`src/rtl/uart_pkg.sv`:
```
// Shared types and default sizing for the UART transmit arbiter.
// Latency: n/a (declarations only).
// Backpressure: n/a (declarations only).
package uart_pkg;

    localparam int DEF_NUM_REQ       = 4;
    localparam int DEF_W_IN          = 16;
    localparam int DEF_BITS_PER_WORD = 8;

    typedef enum logic {
        IDLE = 1'b0,
        SEND = 1'b1
    } state_t;

endpackage

```
`src/rtl/uart_tx_arbiter_rr_pick.sv`:
```
// Round-robin picker: first set bit of req searching upward from last+1, wrapping.
// Latency: purely combinational.
// Backpressure: none; any=0 when req is all zero.
// Ports: req (request mask), last (previous winner), any (some request set), idx (winner index).
module rr_pick #(
    parameter int N = 4
) (
    input  logic [N-1:0]         req,
    input  logic [$clog2(N)-1:0] last,
    output logic                 any,
    output logic [$clog2(N)-1:0] idx
);

    localparam int IW = $clog2(N);

    // Walk offsets from farthest to nearest so the nearest candidate after
    // 'last' is the one left standing when the loop ends.
    always_comb begin
        any = 1'b0;
        idx = '0;
        for (int i = N; i >= 1; i--) begin
            if (req[(int'(last) + i) % N]) begin
                any = 1'b1;
                idx = IW'((int'(last) + i) % N);
            end
        end
    end

endmodule

```
`src/rtl/uart_tx_arbiter.sv`:
```
// Shares one UART TX engine among NUM_REQ stream requesters, round-robin per word,
// Latency: word accepted in IDLE, first character valid 1 cycle later, one IDLE cycle between words.
// Backpressure: tx_ready low holds the current character; s_ready stays low for the whole word.
// Ports: cfg_en/s_valid/s_data/s_ready = requester side; tx_valid/tx_data/tx_ready = UART side;
//        grant_id = current owner; busy = word in flight.
module uart_tx_arbiter
    import uart_pkg::*;
#(
    parameter int NUM_REQ       = DEF_NUM_REQ,
    parameter int W_IN          = DEF_W_IN,
    parameter int BITS_PER_WORD = DEF_BITS_PER_WORD
) (
    input  logic                               clk,
    input  logic                               rst,
    input  logic [NUM_REQ-1:0]                 cfg_en,
    input  logic [NUM_REQ-1:0]                 s_valid,
    input  logic [NUM_REQ-1:0][W_IN-1:0]       s_data,
    output logic [NUM_REQ-1:0]                 s_ready,
    output logic                               tx_valid,
    output logic [BITS_PER_WORD-1:0]           tx_data,
    input  logic                               tx_ready,
    output logic [$clog2(NUM_REQ)-1:0]         grant_id,
    output logic                               busy
);

    localparam int NUM_CHARS = W_IN / BITS_PER_WORD;
    localparam int IW        = $clog2(NUM_REQ);
    localparam int CW        = (NUM_CHARS > 1) ? $clog2(NUM_CHARS) : 1;

    state_t          state;
    state_t          state_nxt;
    logic [IW-1:0]   last_grant;
    logic [W_IN-1:0] shreg;
    logic [CW-1:0]   cnt;

    logic [NUM_REQ-1:0] eligible;
    logic               pick_any;
    logic [IW-1:0]      pick_idx;
    logic               take;
    logic               tx_fire;
    logic               last_char;

    assign eligible  = s_valid & cfg_en;
    assign tx_fire   = tx_valid & tx_ready;
    assign last_char = (cnt == CW'(NUM_CHARS - 1));
    assign tx_data   = shreg[BITS_PER_WORD-1:0];
    assign busy      = (state == SEND);

    rr_pick #(
        .N (NUM_REQ)
    ) u_rr_pick (
        .req  (eligible),
        .last (last_grant),
        .any  (pick_any),
        .idx  (pick_idx)
    );

    always_ff @(posedge clk) begin
        if (rst) begin
            state <= IDLE;
        end else begin
            state <= state_nxt;
        end
    end

    // s_ready is masked during reset so no word can be accepted on a reset edge.
    always_comb begin
        state_nxt = state;
        s_ready   = '0;
        take      = 1'b0;
        tx_valid  = 1'b0;
        case (state)
            IDLE: begin
                if (pick_any && !rst) begin
                    s_ready   = NUM_REQ'(1) << pick_idx;
                    take      = 1'b1;
                    state_nxt = SEND;
                end
            end
            SEND: begin
                tx_valid = 1'b1;
                if (tx_ready && last_char) begin
                    state_nxt = IDLE;
                end
            end
            default: state_nxt = IDLE;
        endcase
    end

    // last_grant resets to the top index so requester 0 wins the first search.
    always_ff @(posedge clk) begin
        if (rst) begin
            shreg      <= '0;
            cnt        <= '0;
            grant_id   <= '0;
            last_grant <= IW'(NUM_REQ - 1);
        end else if (take) begin
            shreg      <= s_data[pick_idx];
            cnt        <= '0;
            grant_id   <= pick_idx;
            last_grant <= pick_idx;
        end else if (tx_fire) begin
            shreg <= shreg >> BITS_PER_WORD;
            cnt   <= cnt + 1'b1;
        end
    end

endmodule

```
`config.mk`:
```
export PLATFORM = sky130hd
export DESIGN_NAME = uart_tx_arbiter
export DESIGN_NICKNAME = d
export VERILOG_FILES = /design/src/rtl/uart_pkg.sv /design/src/rtl/uart_tx_arbiter_rr_pick.sv /design/src/rtl/uart_tx_arbiter.sv
export SDC_FILE = /design/constraint.sdc
export NUM_CORES = 1
export LEC_CHECK = 0
export ABC_AREA = 1
export BUFFER_PORTS_ARGS = -buffer_cell sky130_fd_sc_hd__buf_2
export CORE_AREA = 2 2 77 64
export CTS_CLUSTER_SIZE = 30
export DETAILED_ROUTE_END_ITERATION = 8
export DIE_AREA = 0 0 79 66
export PLACE_DENSITY = 0.76
export SLEW_MARGIN = 40
export SYNTH_ARGS = -nofsm -noshare
export SYNTH_HDL_FRONTEND = slang
export SYNTH_HIERARCHICAL = 1
export SYNTH_SLANG_ARGS = --single-unit
```
`constraint.sdc`:
```
create_clock -name clk -period 2.7 [get_ports clk]
set_clock_uncertainty 0.15 [all_clocks]
set_input_delay 0.27 -clock clk [delete_from_list [all_inputs] [get_ports clk]]
set_output_delay 0.27 -clock clk [all_outputs]
set_load 0.02 [all_outputs]
```
Word level (Yosys, flattened, before mapping)

Cells that the tools add are included.

Bits in registers: 22
Bits of input ports: 75
Output and inout port bits: 16
Word-level logic and storage cells: 63

Add/sub/neg operators: 5
$lt $le $gt $ge: 5
Shift-type cells: 1
Muxes and demuxes: 31
Bitwise logic cells: 7
Reductions and logical operators: 9

Operator list:

| operator              | count |
|---|---|
| $mux W16              | 3 |
| $bmux W16 S2          | 1 |
| $lt A3 B4 Y1 const B  | 4 |
| $mux W1               | 16 |
| $reduce_or A2 Y1      | 5 |
| $bmux W1 S2           | 4 |
| $mux W2               | 4 |
| $mux W4               | 2 |
| $add A2 B1 Y2 const B | 2 |
| $add A2 B2 Y2 const B | 2 |
| $and A1 B1 Y1 const A | 4 |
| $and A4 B4 Y4         | 1 |
| $shl A1 B2 Y4 const A | 1 |
| $lt A2 B3 Y1 const B  | 1 |
| $logic_and A1 B1 Y1   | 2 |
| $pmux W1 S2           | 1 |
| $reduce_bool A2 Y1    | 1 |
| $add A1 B1 Y1 const B | 1 |
| $and A1 B1 Y1         | 1 |
| $logic_not A1 Y1      | 1 |
| $not A1 Y1            | 1 |

Depth between registers and ports, before layout

Gate-level depths: netlist (run 1).

Depth after elaboration: 14
Gate-level depth with buffers: 19
Depth with buffers taken out: 17

Cells and area by module

Netlist (run 1), hierarchy kept.

Modules (own cells, without submodules):

| module          | instances | cells each | area an instance (um^2) |
|---|---|---|---|
| uart_tx_arbiter | 1         | 301        | 1704.1 |
| rr_pick         | 1         | 51         | 246.5 |

Worst setup path before layout (run 1)

Ideal clock, no wire load.

Kind: flip-flop to output port
Start point: register last_grant[0]
End point: output s_ready[2]
Arrival: 1.691 ns
Data required time: 2.280 ns
Path slack: 0.589 ns
Stages on the path, launching flop included: 12
Buffers on the path: 3
Cell sequence: dfxtp_1 buf_6 nand2_1 o21ai_1 nand2_1 nand2_1 nand3_1 a21boi_1 buf_2 buf_2 nand2_1 nor2_1

Cells in the longest elaborated chain, start to end: 11

Ends and longest elaborated chain:

| item                                       | RTL line                                                     | text |
|---|---|---|
| from (decl)                                | uart_tx_arbiter.sv:32                                        | `logic [IW-1:0] last_grant;` |
| from (signal assigned)                     | uart_tx_arbiter.sv:96                                        | `last_grant <= IW'(NUM_REQ - 1);` |
| from (signal assigned)                     | uart_tx_arbiter.sv:101                                       | `last_grant <= pick_idx;` |
| $add A2 B1 Y2                              | uart_tx_arbiter_rr_pick.sv:22, uart_tx_arbiter_rr_pick.sv:24 |  |
| $bmux W1 S2                                | uart_tx_arbiter_rr_pick.sv:22                                | `if (req[(int'(last) + i) % N]) begin` |
| $mux W1 (not written as such) (2 in a row) | uart_tx_arbiter_rr_pick.sv:22                                |  |
| $mux W2 (3 in a row)                       | uart_tx_arbiter_rr_pick.sv:22                                |  |
| $mux W2 *                                  | uart_tx_arbiter_rr_pick.sv:22                                |  |
| via pick_idx[1]                            | uart_tx_arbiter.sv:38                                        | `logic [IW-1:0] pick_idx;` |
| $shl A1 B2 Y4 *                            | uart_tx_arbiter.sv:75                                        | `s_ready = NUM_REQ'(1) << pick_idx;` |
| $mux W4 *                                  | uart_tx_arbiter.sv:74                                        | `if (pick_any && !rst) begin` |
| $mux W4 *                                  | uart_tx_arbiter.sv:72                                        | `case (state)` |
| to (decl)                                  | uart_tx_arbiter.sv:18                                        | `output logic [NUM_REQ-1:0] s_ready,` |

The timed path passes the listed nets; every way through them passes the cells marked *. The select of a mux whose other input is x is not followed.

Final worst setup path (run 1)

Start point: register last_grant[0]
End point: output s_ready[1]

The elaborated chain is that of the path after synthesis.

==> qor.txt, run 1 <==
======================================================================================================
Vias in the first global route                                                                    1971
Multiplexer fraction of the synthesized cell area                                                    0
Count of warnings emitted by yosys                                                                   6
Global placer's final weighted congestion                                                        0.833
Clk buf depth                                                                                        2
Die area                                                                                      5210 µm²
Core area                                                                                     4460 µm²
Classification of the worst-slack hold path                                               input pin to register
Number of maximum-capacitance violations                                                             0
Number of instances on the worst hold path                                                           4
Die Height                                                                                       66 µm
Initial Util                                                                                     0.437
FF+latch count, synth                                                                               22
Sort of element at the start of the critical path                                             register
Worst setup path class                                                                    register to output port
Latest clock arrival within the worst-skew pair                                                0.26 ns
GRT Overall Usage                                                                                0.192
Worst-case hold path end point                                                                    busy
Dominant combinational cell family by area after synthesis                                simple AND/OR/NAND/NOR gates
IO Count                                                                                            91
Slowest stage cell on the critical path                                                   sky130_fd_sc_hd__dfxtp_2
Clock transition at the register clock pins on the worst setup and hold paths after CTS        0.07 ns
HPWL after detailed placement                                                                  3900 µm
Synthesis-to-layout area growth                                                                  23.0%
Syn_area_per_cell                                                                             5.54 µm²
Register-to-Register Path Depth                                                                     12
Power per cell area                                                                        1050 nW/µm²
Final standard cell utilization of the core                                                      0.538
Final cycle utilization of the critical path                                                     0.920
Antenna violation net count after detailed routing                                                   0
Peak supply drop                                                                              0.504 mV
Post-synthesis sequential area ratio                                                             0.226
H-tree lvl count                                                                                     1
Required time of the critical path                                                             2.28 ns
# hold bufs at CTS                                                                                   0
Total of buffers placed on input and output ports                                                   90
Post-route DRC violation count                                                                       0
Peak fanout along the critical path                                                                 17
Post-Synthesis Cell Area                                                                      1950 µm²
Final hold violation count                                                                           0
Slew Limit Headroom                                                                              0.643
Commonest cells after routing, fill and taps aside                                        sky130_fd_sc_hd__nand2_1 (129), sky130_fd_sc_hd__buf_2 (90), sky130_fd_sc_hd__inv_1 (59)
Worst path cell trace                                                                     inv_6 -> nand2_2 -> and2_4 -> nor2_2 -> nor2_1 -> nand3_1 -> nand2_1 -> buf_4 -> nand2_1 -> nor2_1 -> buf_2
Prevailing post-synth register cell                                                       sky130_fd_sc_hd__dfxtp_1
Quantity of gates resized following cts                                                              0
Number of max-slew violations in the final report                                                    0
Master cell of the clock root buffer                                                      sky130_fd_sc_hd__clkbuf_8
Fraction of the mapped netlist area in compound gates                                           0.0821
Post-synth EDFFs                                                                                     0
Setup repair after global routing missed its margin                                              false
Run status                                                                                   completed
Most common cell after layout, fill and taps aside                                        sky130_fd_sc_hd__nand2_1
Leakage power                                                                                  1.44 nW
Filler cell count in the final layout                                                              487
Asr flop ratio synth                                                                                 0
Number of antenna repair diodes                                                                      0
Worst reg-to-reg setup slack                                                                   0.45 ns
Xor and xnor area share after synthesis                                                        0.00449
Reg-to-reg critical path startpoint                                                       last_grant[0]
TritonCTS clock tree                                                                               yes
Beginning of the worst hold path                                                              tx_ready
Final routed wirelength across all metal layers                                                4940 µm
Sum of overflow across all layers after global routing                                               0
Share of post-route cells with drive strength above 1                                            0.285
Die X                                                                                            79 µm
Final Critical Period                                                                          2.48 ns
Average wire length per cell after detail routing                                              10.2 µm
Number of search-and-repair iterations in the first detailed-routing pass                            5
Maximum operating frequency                                                                    403 MHz
Simple-gate share of the synthesized area                                                        0.476
Yosys cell types                                                                                    29
Number of setup violations in the final report                                                       0
Post-CTS setup-driven buffer insertion count                                                         0
Instance count after placement with tap cells included                                             482
Adder-cell share of the synthesized area                                                             0
Average vias per placed instance                                                                  4.51
Number of cells produced by synthesis                                                              352
Final instance count without filler cells                                                          485
Site Rows                                                                                           22
Layout Nets                                                                                        502
Worst Tran Pin Value                                                                          0.534 ns
First-pass GRT wire length                                                                     8200 µm
Sink count of the clock tree                                                                        22
Post-Route Setup TNS                                                                              0 ns
Capturing element type of the critical path                                                output port
R2R Path End                                                                                  shreg[4]
Crit path arrival time                                                                         2.06 ns
Syn Nets                                                                                           427
Pin count of the biggest net entering global routing                                                34
Initial DRC Count                                                                                  113
Stage delay of the slowest cell on the critical path                                           0.48 ns
Num CTS Buffers                                                                                      3
Number of vias in the routed layout                                                               2188
Antenna violations before repair                                                                     0
======================================================================================================
==> registers in the layout, indices dropped and copies added, names as in the netlist <==
register    cells
shreg          16
grant_id        2
last_grant      2
busy            1
cnt             1
==> critical path, delay by kind of cell (launching register included) <==
| kind | cells | cell delay [ns] |
|---|---|---|
| buf+inv | 3 | 0.50 |
| simple gates | 8 | 0.83 |
| flops | 1 | 0.48 |
==> layer usage <==
metal  up-vias  share of wire  GRT usage  routed length, µm
li1       1196              -          -                  -
met1       920           0.51      0.259               2520
met2        68           0.42      0.320               2090
met3         4          0.059     0.0260                293
met4         0         0.0063     0.0582                 31
met5         -              0          0                  0
==> through the flow <==
stage	setup slack, ns	hold slack [ns]	total power, mW	instance area [µm²]
after detailed placement	0.367	0.308	2.31	2360
after global routing	0.0501	0.173	2.77	2400
after floorplan	0.589	0.289	1.99	1950
after CTS	0.0795	0.160	2.51	2400
after global placement	0.386	0.303	2.28	2360
final	0.217	0.164	2.51	2400
==> synth_stat cells, types with 2 or more instances <==
| master | n | area, µm² |
|---|---|---|
| sky130_fd_sc_hd__nand2_1 | 129 | 484 |
| sky130_fd_sc_hd__and2_0 | 3 | 18.8 |
| sky130_fd_sc_hd__o31ai_1 | 3 | 22.5 |
| sky130_fd_sc_hd__nor2_2 | 2 | 12.5 |
| sky130_fd_sc_hd__a21oi_1 | 11 | 55.1 |
| sky130_fd_sc_hd__o211ai_1 | 6 | 45.0 |
| sky130_fd_sc_hd__nand3_1 | 38 | 190 |
| sky130_fd_sc_hd__buf_2 | 9 | 45.0 |
| sky130_fd_sc_hd__nand2_2 | 9 | 56.3 |
| sky130_fd_sc_hd__nand3b_1 | 4 | 30.0 |
| sky130_fd_sc_hd__inv_2 | 4 | 15.0 |
| sky130_fd_sc_hd__and2_1 | 2 | 12.5 |
| sky130_fd_sc_hd__buf_4 | 13 | 97.6 |
| sky130_fd_sc_hd__nor2_1 | 23 | 86.3 |
| sky130_fd_sc_hd__inv_1 | 59 | 221 |
| sky130_fd_sc_hd__clkbuf_1 | 2 | 7.51 |
| sky130_fd_sc_hd__dfxtp_1 | 22 | 440 |
| sky130_fd_sc_hd__o21ai_0 | 2 | 10.0 |
==> report_power, final <==
part           internal (mW)  switching, mW
Combinational          0.617           1.14
Clock                 0.0994          0.100
Sequential             0.461         0.0893
Total                   1.18           1.33
==> area by class of cell <==
cell class / instances / area, µm² / share of cell area
sequential: 22 / 442 / 0.184
clock buffer: 3 / 41.3 / 0.0172
inverter: 65 / 251 / 0.105
tap: 60 / 75.1 / 0.0313
timing repair buffer: 95 / 488 / 0.203
multi-input combinational: 240 / 1100 / 0.459
==> how the worst max path moves through the flow <==
stage | startpoint | to | slack, ns
2_1_floorplan | last_grant[0] | s_ready[2] | 0.59
3_3_place_gp | last_grant[0] | s_ready[1] | 0.39
3_5_place_dp | last_grant[0] | shreg[0] | 0.37
4_1_cts | last_grant[0] | s_ready[3] | 0.08
5_1_grt | last_grant[0] | s_ready[1] | 0.05
6_report | last_grant[0] | s_ready[1] | 0.22
==> cells by family after synthesis <==
family	count (synthesis)
and+or+nand+nor	213
buffers and inverters	90
AOI/OAI and AO/OA	26
DFF	22
xor gates and xnor gates	1
No activity file was read; power rests on OpenSTA's default activity.
==> run 2, diff against run 1 <==
Settings changed: CORE_AREA 2 2 77 64 to 2 2 94 78, DIE_AREA 0 0 79 66 to 0 0 96 80, MAX_ROUTING_LAYER set to met4, PLACE_DENSITY 0.76 to not set.
==> qor.txt, run 2 (synthesis results as in run 1) <==
======================================================================================================
Num CTS Buffers                                                                                      3   unchanged
Number of setup violations in the final report                                                       0   unchanged
Number of antenna repair diodes                                                                      0   unchanged
Site Rows                                                                                           27   was 22
Filler cell count in the final layout                                                              771   was 487
Clk network pwr share                                                                            0.118   was 0.080
Crit path arrival time                                                                         2.04 ns   was 2.06 ns
Final cycle utilization of the critical path                                                     0.913   was 0.920
Peak supply drop                                                                              0.322 mV   was 0.504 mV
Capturing element type of the critical path                                                output port   unchanged
Vias in the first global route                                                                    1988   was 1971
Cell count along the critical path                                                                  12   was 11
Classification of the worst-slack hold path                                               input pin to register   unchanged
Cell internal power dissipation                                                                1.29 mW   was 1.18 mW
Synthesis-to-layout area growth                                                                  26.6%   was 23.0%
Slew Limit Headroom                                                                              0.650   was 0.643
Worst Tran Pin Value                                                                          0.524 ns   was 0.534 ns
Average wire length per cell after detail routing                                              10.8 µm   was 10.2 µm
Switching power of the nets                                                                    1.36 mW   was 1.33 mW
Initial Util                                                                                     0.290   was 0.437
Maximum operating frequency                                                                    406 MHz   was 403 MHz
Stage delay of the slowest cell on the critical path                                           0.46 ns   was 0.48 ns
Clock transition at the register clock pins on the worst setup and hold paths after CTS        0.08 ns   was 0.07 ns
Antenna violation net count after detailed routing                                                   0   unchanged
Number of instances on the worst hold path                                                           4   unchanged
Post-route DRC violation count                                                                       0   unchanged
Clk buf depth                                                                                        2   unchanged
GRT Overall Usage                                                                                0.146   was 0.192
Number of vias in the routed layout                                                               2201   was 2188
Initial DRC Count                                                                                  103   was 113
Number of search-and-repair iterations in the first detailed-routing pass                            4   was 5
Antenna violations before repair                                                                     0   unchanged
Sequential share of power                                                                        0.211   was 0.220
Final std cell area, no fill                                                                  2470 µm²   was 2400 µm²
Setup repair after global routing missed its margin                                              false   unchanged
Core area                                                                                     6720 µm²   was 4460 µm²
Commonest cells after routing, fill and taps aside                                        sky130_fd_sc_hd__nand2_1 (129), sky130_fd_sc_hd__buf_2 (90), sky130_fd_sc_hd__inv_1 (59)   unchanged
Sum of overflow across all layers after global routing                                               0   unchanged
Top flop regs                                                                             shreg: 16 flops, grant_id: 2 flops, last_grant: 2 flops   unchanged
Sort of element at the start of the critical path                                             register   unchanged
Leakage power                                                                                  1.46 nW   was 1.44 nW
Register containing the most flip-flops in the final layout                                      shreg   unchanged
Pin count of the biggest net entering global routing                                                34   unchanged
Beginning of the worst hold path                                                              tx_ready   unchanged
Total of buffers placed on input and output ports                                                   90   unchanged
Max FFs per register                                                                                16   unchanged
Post-route total power                                                                         2.65 mW   was 2.51 mW
First-pass GRT wire length                                                                     8850 µm   was 8200 µm
Die X                                                                                            96 µm   was 79 µm
Most common cell after layout, fill and taps aside                                        sky130_fd_sc_hd__nand2_1   unchanged
Required time of the critical path                                                             2.28 ns   about the same
Die area                                                                                      7680 µm²   was 5210 µm²
Average vias per placed instance                                                                  4.29   was 4.51
Number of max-slew violations in the final report                                                    0   unchanged
Critical path origin                                                                      last_grant[1]   was last_grant[0]
Sink count of the clock tree                                                                        22   unchanged
Switch share                                                                                     0.514   was 0.530
Run status                                                                                   completed   unchanged
Number of maximum-capacitance violations                                                             0   unchanged
TritonCTS clock tree                                                                               yes   unchanged
Layout Nets                                                                                        502   unchanged
Final Critical Period                                                                          2.46 ns   was 2.48 ns
Combined buffer and inverter count along the critical path                                           4   was 3
Global placer's final weighted congestion                                                        0.794   was 0.833
Reg-to-reg critical path startpoint                                                       last_grant[1]   was last_grant[0]
Most prevalent standard cell on the critical path                                         sky130_fd_sc_hd__nand2_1
Latest clock arrival within the worst-skew pair                                                0.26 ns   about the same
Share of post-route cells with drive strength above 1                                            0.286   was 0.285
Kind of cell adding the most delay to the critical path                                   simple AND/OR/NAND/NOR gates   unchanged
Worst path cell trace                                                                     inv_2 -> nand2_2 -> nand2_1 -> nand2_1 -> nand2_1 -> inv_2 -> nand3_1 -> nand2_1 -> buf_6 -> nand2_1 -> nor2_1 -> buf_2   was inv_6 -> nand2_2 -> and2_4 -> nor2_2 -> nor2_1 -> nand3_1 -> nand2_1 -> buf_4 -> nand2_1 -> nor2_1 -> buf_2
H-tree lvl count                                                                                     1   unchanged
Final routed wirelength across all metal layers                                                5560 µm   was 4940 µm
Placed cell areas                                                                             2390 µm²   was 2360 µm²
Slowest stage cell on the critical path                                                   sky130_fd_sc_hd__dfxtp_1   was sky130_fd_sc_hd__dfxtp_2
IO Count                                                                                            91   unchanged
Peak fanout along the critical path                                                                 21   was 17
Post-Route Setup TNS                                                                              0 ns   unchanged
Power per cell area                                                                        1070 nW/µm²   was 1050 nW/µm²
Register-to-Register Path Depth                                                                     15   was 12
Final hold violation count                                                                           0   unchanged
Die Height                                                                                       80 µm   was 66 µm
Master cell of the clock root buffer                                                      sky130_fd_sc_hd__clkbuf_8   unchanged
# hold bufs at CTS                                                                                   0   unchanged
Worst setup path class                                                                    register to output port   unchanged
Proportion of power drawn by combinational gates                                                 0.671   was 0.701
HPWL after detailed placement                                                                  4470 µm   was 3900 µm
======================================================================================================
[run 2: layout make-up]
type / count / area, µm² / area share
multi-input cells: 240 / 1100 / 0.446
repair buffers: 95 / 492 / 0.199
well taps: 87 / 109 / 0.0441
clock buffers: 3 / 41.3 / 0.0167
flip-flops and latches: 22 / 444 / 0.180
clock inverters: 1 / 30.0 / 0.0122
inverters: 65 / 251 / 0.102
[run 2: tightest hold or removal path: stages]
cell and delay, ns:
sky130_fd_sc_hd__buf_2 0.10, sky130_fd_sc_hd__nand2_1 0.05, sky130_fd_sc_hd__nand3_1 0.06, sky130_fd_sc_hd__nand2_1 0.04
[run 2: per-stage QoR]
step           setup slack (ns)   util  hold WS (ns)  std cells
5_1_grt                 0.00981  0.367         0.175        513
4_1_cts                   0.135  0.366         0.143        513
2_1_floorplan             0.589      -         0.289        352
3_3_place_gp              0.353  0.355         0.304        509
3_5_place_dp              0.272  0.355         0.308        509
6_report                  0.236  0.367         0.152        513
[run 2: final timing paths]
path / endpoint / slack (ns)
setup / recovery: s_ready[1] / 0.24
hold / removal: busy / 0.15
setup reg to reg: shreg[6] / 0.43
hold reg to reg: grant_id[1] / 0.32
[run 2: repair_timing]
item,in CTS,in global routing
gates cloned,0,0
setup endpoints to repair,2,2
setup buffers,0,0
gates resized for setup,1,2
[run 2: power groups by stage]
stage | Combinational [mW] | Clock (mW) | Sequential [mW]
2_1_floorplan | 1.44 | 0 | 0.550
3_3_place_gp | 1.73 | 0 | 0.556
3_5_place_dp | 1.77 | 0 | 0.562
4_1_cts | 1.77 | 0.321 | 0.556
5_1_grt | 2.01 | 0.337 | 0.578
6_report | 1.78 | 0.312 | 0.558
[run 2: per-layer routing]
metal	GRT usage	vias up	wire length (µm)
li1	-	1202	-
met1	0.215	928	2970
met2	0.219	69	2240
met3	0.00944	2	323
met4	0.0271	0	27
met5	-	-	0
==> run 3, diff against run 2 <==
Settings changed: ABC_AREA 1 to 0, CORE_AREA 2 2 94 78 to 2 2 83 69, DIE_AREA 0 0 96 80 to 0 0 85 71.
==> qor.txt, run 3 <==
======================================================================================================
Run status                                                                                   completed   unchanged
HPWL after detailed placement                                                                  3300 µm   was 4470 µm
Master cell of the clock root buffer                                                      sky130_fd_sc_hd__clkbuf_8   unchanged
# hold bufs at CTS                                                                                   0   unchanged
Final hold violation count                                                                           0   unchanged
Syn Nets                                                                                           237   was 427
H-tree lvl count                                                                                     1   unchanged
Site Rows                                                                                           24   was 27
Count of warnings emitted by yosys                                                                   6   unchanged
Area share of the largest cell type after synthesis                                              0.289   was 0.248
Required time of the critical path                                                             2.28 ns   about the same
Classification of the worst-slack hold path                                               input pin to register   unchanged
IO Count                                                                                            91   unchanged
Number of maximum-capacitance violations                                                             0   unchanged
Post-synth EDFFs                                                                                     0   unchanged
Clock transition at the register clock pins on the worst setup and hold paths after CTS        0.08 ns   about the same
Synth area leaders                                                                        sky130_fd_sc_hd__dfxtp_1 (29%), sky130_fd_sc_hd__mux4_2 (16%), sky130_fd_sc_hd__nor2_1 (6.7%)   was sky130_fd_sc_hd__nand2_1 (25%), sky130_fd_sc_hd__dfxtp_1 (23%), sky130_fd_sc_hd__inv_1 (11%)
Global placer's final weighted congestion                                                        0.759   was 0.794
Post-Route Setup TNS                                                                              0 ns   unchanged
Top flop regs                                                                             shreg: 16 flops, grant_id: 2 flops, last_grant: 2 flops   unchanged
Sum of overflow across all layers after global routing                                               0   unchanged
Max FFs per register                                                                                16   unchanged
Clk buf depth                                                                                        2   unchanged
Antenna violations before repair                                                                     0   unchanged
Leading post-synthesis cells by instance count                                            sky130_fd_sc_hd__nor2_1 (27), sky130_fd_sc_hd__dfxtp_1 (22), sky130_fd_sc_hd__nand2_1 (14)   was sky130_fd_sc_hd__nand2_1 (129), sky130_fd_sc_hd__inv_1 (59), sky130_fd_sc_hd__nand3_1 (38)
Prevailing post-synth register cell                                                       sky130_fd_sc_hd__dfxtp_1   unchanged
Post-Synthesis Cell Area                                                                      1520 µm²   was 1950 µm²
Share of post-route cells with drive strength above 1                                            0.506   was 0.286
Vias in the first global route                                                                    1480   was 1988
Number of setup violations in the final report                                                       0   unchanged
Filler cell count in the final layout                                                              546   was 771
FF+latch count, synth                                                                               22   unchanged
Placed cell areas                                                                             1960 µm²   was 2390 µm²
Proportion of power drawn by combinational gates                                                 0.355   was 0.671
Leakage power                                                                                 0.921 nW   was 1.46 nW
Post-synth top area cell                                                                  sky130_fd_sc_hd__dfxtp_1   was sky130_fd_sc_hd__nand2_1
Switching power of the nets                                                                   0.295 mW   was 1.36 mW
Slew Limit Headroom                                                                              0.618   was 0.650
Sequential share of power                                                                        0.400   was 0.211
Latest clock arrival within the worst-skew pair                                                0.26 ns   about the same
Post-CTS setup-driven buffer insertion count                                                         0   unchanged
Final cycle utilization of the critical path                                                     0.855   was 0.913
Sort of element at the start of the critical path                                             register   unchanged
Number of vias in the routed layout                                                               1469   was 2201
Most common cell after layout, fill and taps aside                                        sky130_fd_sc_hd__buf_2   was sky130_fd_sc_hd__nand2_1
Layout Nets                                                                                        315   was 502
Synthesis-to-layout area growth                                                                  32.3%   was 26.6%
First-pass GRT wire length                                                                     6720 µm   was 8850 µm
Quantity of gates resized following cts                                                              0   was 1
Post-synthesis sequential area ratio                                                             0.289   was 0.226
Post-route DRC violation count                                                                       0   unchanged
Pin count of the biggest net entering global routing                                                26   was 34
Commonest cells after routing, fill and taps aside                                        sky130_fd_sc_hd__buf_2 (90), sky130_fd_sc_hd__nor2_1 (27), sky130_fd_sc_hd__dfxtp_1 (22)   was sky130_fd_sc_hd__nand2_1 (129), sky130_fd_sc_hd__buf_2 (90), sky130_fd_sc_hd__inv_1 (59)
Die area                                                                                      6040 µm²   was 7680 µm²
TritonCTS clock tree                                                                               yes   unchanged
Capturing element type of the critical path                                                output port   unchanged
Num CTS Buffers                                                                                      3   unchanged
Number of search-and-repair iterations in the first detailed-routing pass                            4   unchanged
Average vias per placed instance                                                                  4.83   was 4.29
Die Height                                                                                       71 µm   was 80 µm
Syn_area_per_cell                                                                             9.39 µm²   was 5.54 µm²
Number of antenna repair diodes                                                                      0   unchanged
Setup repair after global routing missed its margin                                              false   unchanged
Total of buffers placed on input and output ports                                                   90   unchanged
Worst Tran Pin Value                                                                          0.570 ns   was 0.524 ns
Sink count of the clock tree                                                                        22   unchanged
Final Critical Period                                                                          2.31 ns   was 2.46 ns
Core area                                                                                     5260 µm²   was 6720 µm²
Number of max-slew violations in the final report                                                    0   unchanged
Initial DRC Count                                                                                   83   was 103
Antenna violation net count after detailed routing                                                   0   unchanged
Clk network pwr share                                                                            0.244   was 0.118
Initial Util                                                                                     0.290   about the same
Average wire length per cell after detail routing                                              13.4 µm   was 10.8 µm
Final routed wirelength across all metal layers                                                4070 µm   was 5560 µm
Cell internal power dissipation                                                               0.659 mW   was 1.29 mW
Die X                                                                                            85 µm   was 96 µm
Number of cells produced by synthesis                                                              162   was 352
Power per cell area                                                                         474 nW/µm²   was 1070 nW/µm²
Maximum operating frequency                                                                    433 MHz   was 406 MHz
Final std cell area, no fill                                                                  2010 µm²   was 2470 µm²
Asr flop ratio synth                                                                                 0   unchanged
Worst setup path class                                                                    register to output port   unchanged
GRT Overall Usage                                                                                0.144   was 0.146
Library cell with the highest instance count after synthesis                              sky130_fd_sc_hd__nor2_1   was sky130_fd_sc_hd__nand2_1
Switch share                                                                                     0.309   was 0.514
Peak fanout along the critical path                                                                  7   was 21
Register containing the most flip-flops in the final layout                                      shreg   unchanged
Peak supply drop                                                                              0.194 mV   was 0.322 mV
Crit path arrival time                                                                         1.89 ns   was 2.04 ns
Yosys cell types                                                                                    32   was 29
======================================================================================================
## run 3: path summary, 6_finish.rpt
check / to / slack [ns] / depth (start not counted) / startpoint
setup reg to reg: shreg[5] / 0.54 / 7 / last_grant[1]
setup / recovery: s_ready[0] / 0.39 / 6 / last_grant[1]
hold / removal: shreg[12] / 0.31 / 4 / s_data[44]
hold reg to reg: grant_id[0] / 0.31 / 2 / grant_id[0]
## run 3: cell type report
cell class | instances | area [µm²] | share of cell area
multi-input combinational | 118 | 952 | 0.473
timing repair buffer | 94 | 480 | 0.239
sequential | 22 | 440 | 0.219
tap | 65 | 81.3 | 0.0404
clock buffer | 4 | 55.1 | 0.0273
inverter | 1 | 3.75 | 0.00186
## run 3: metrics by stage
stage / util / setup slack (ns) / power (mW) / cells / hold slack [ns]
6_report: 0.383 / 0.391 / 0.954 / 304 / 0.305
3_3_place_gp: 0.373 / 0.385 / 0.729 / 300 / 0.296
3_5_place_dp: 0.373 / 0.363 / 0.733 / 300 / 0.298
5_1_grt: 0.383 / 0.296 / 1.02 / 304 / 0.330
4_1_cts: 0.383 / 0.374 / 0.966 / 304 / 0.301
2_1_floorplan: - / 0.593 / 0.642 / 162 / 0.288
## run 3: power by group through the flow
stage               clock network (mW)  logic (mW)  registers [mW]
CTS                              0.240       0.345           0.382
global route                     0.259       0.372           0.386
finish                           0.233       0.339           0.382
global placement                     0       0.341           0.388
floorplan                            0       0.257           0.385
detailed placement                   0       0.344           0.389
## run 3: critical path, cell delays in order, from the launching register on
cell                      delay, ns
sky130_fd_sc_hd__dfxtp_1       0.45
sky130_fd_sc_hd__a21oi_1       0.10
sky130_fd_sc_hd__a31oi_1       0.17
sky130_fd_sc_hd__a21oi_2       0.09
sky130_fd_sc_hd__or4b_4        0.56
sky130_fd_sc_hd__nor2_1        0.10
sky130_fd_sc_hd__buf_2         0.17
## run 3: cells by family after synthesis
family          synth area share
simple gates               0.269
flops                      0.289
buf+inv                   0.0946
compound gates            0.0921
mux                        0.255
## run 3: layer usage
layer,up-vias,part of all wire,global-route usage
met2,55,0.45,0.223
met5,-,0,-
met1,676,0.47,0.193
li1,736,-,-
met4,0,0.0084,0.0423
met3,2,0.067,0.0268
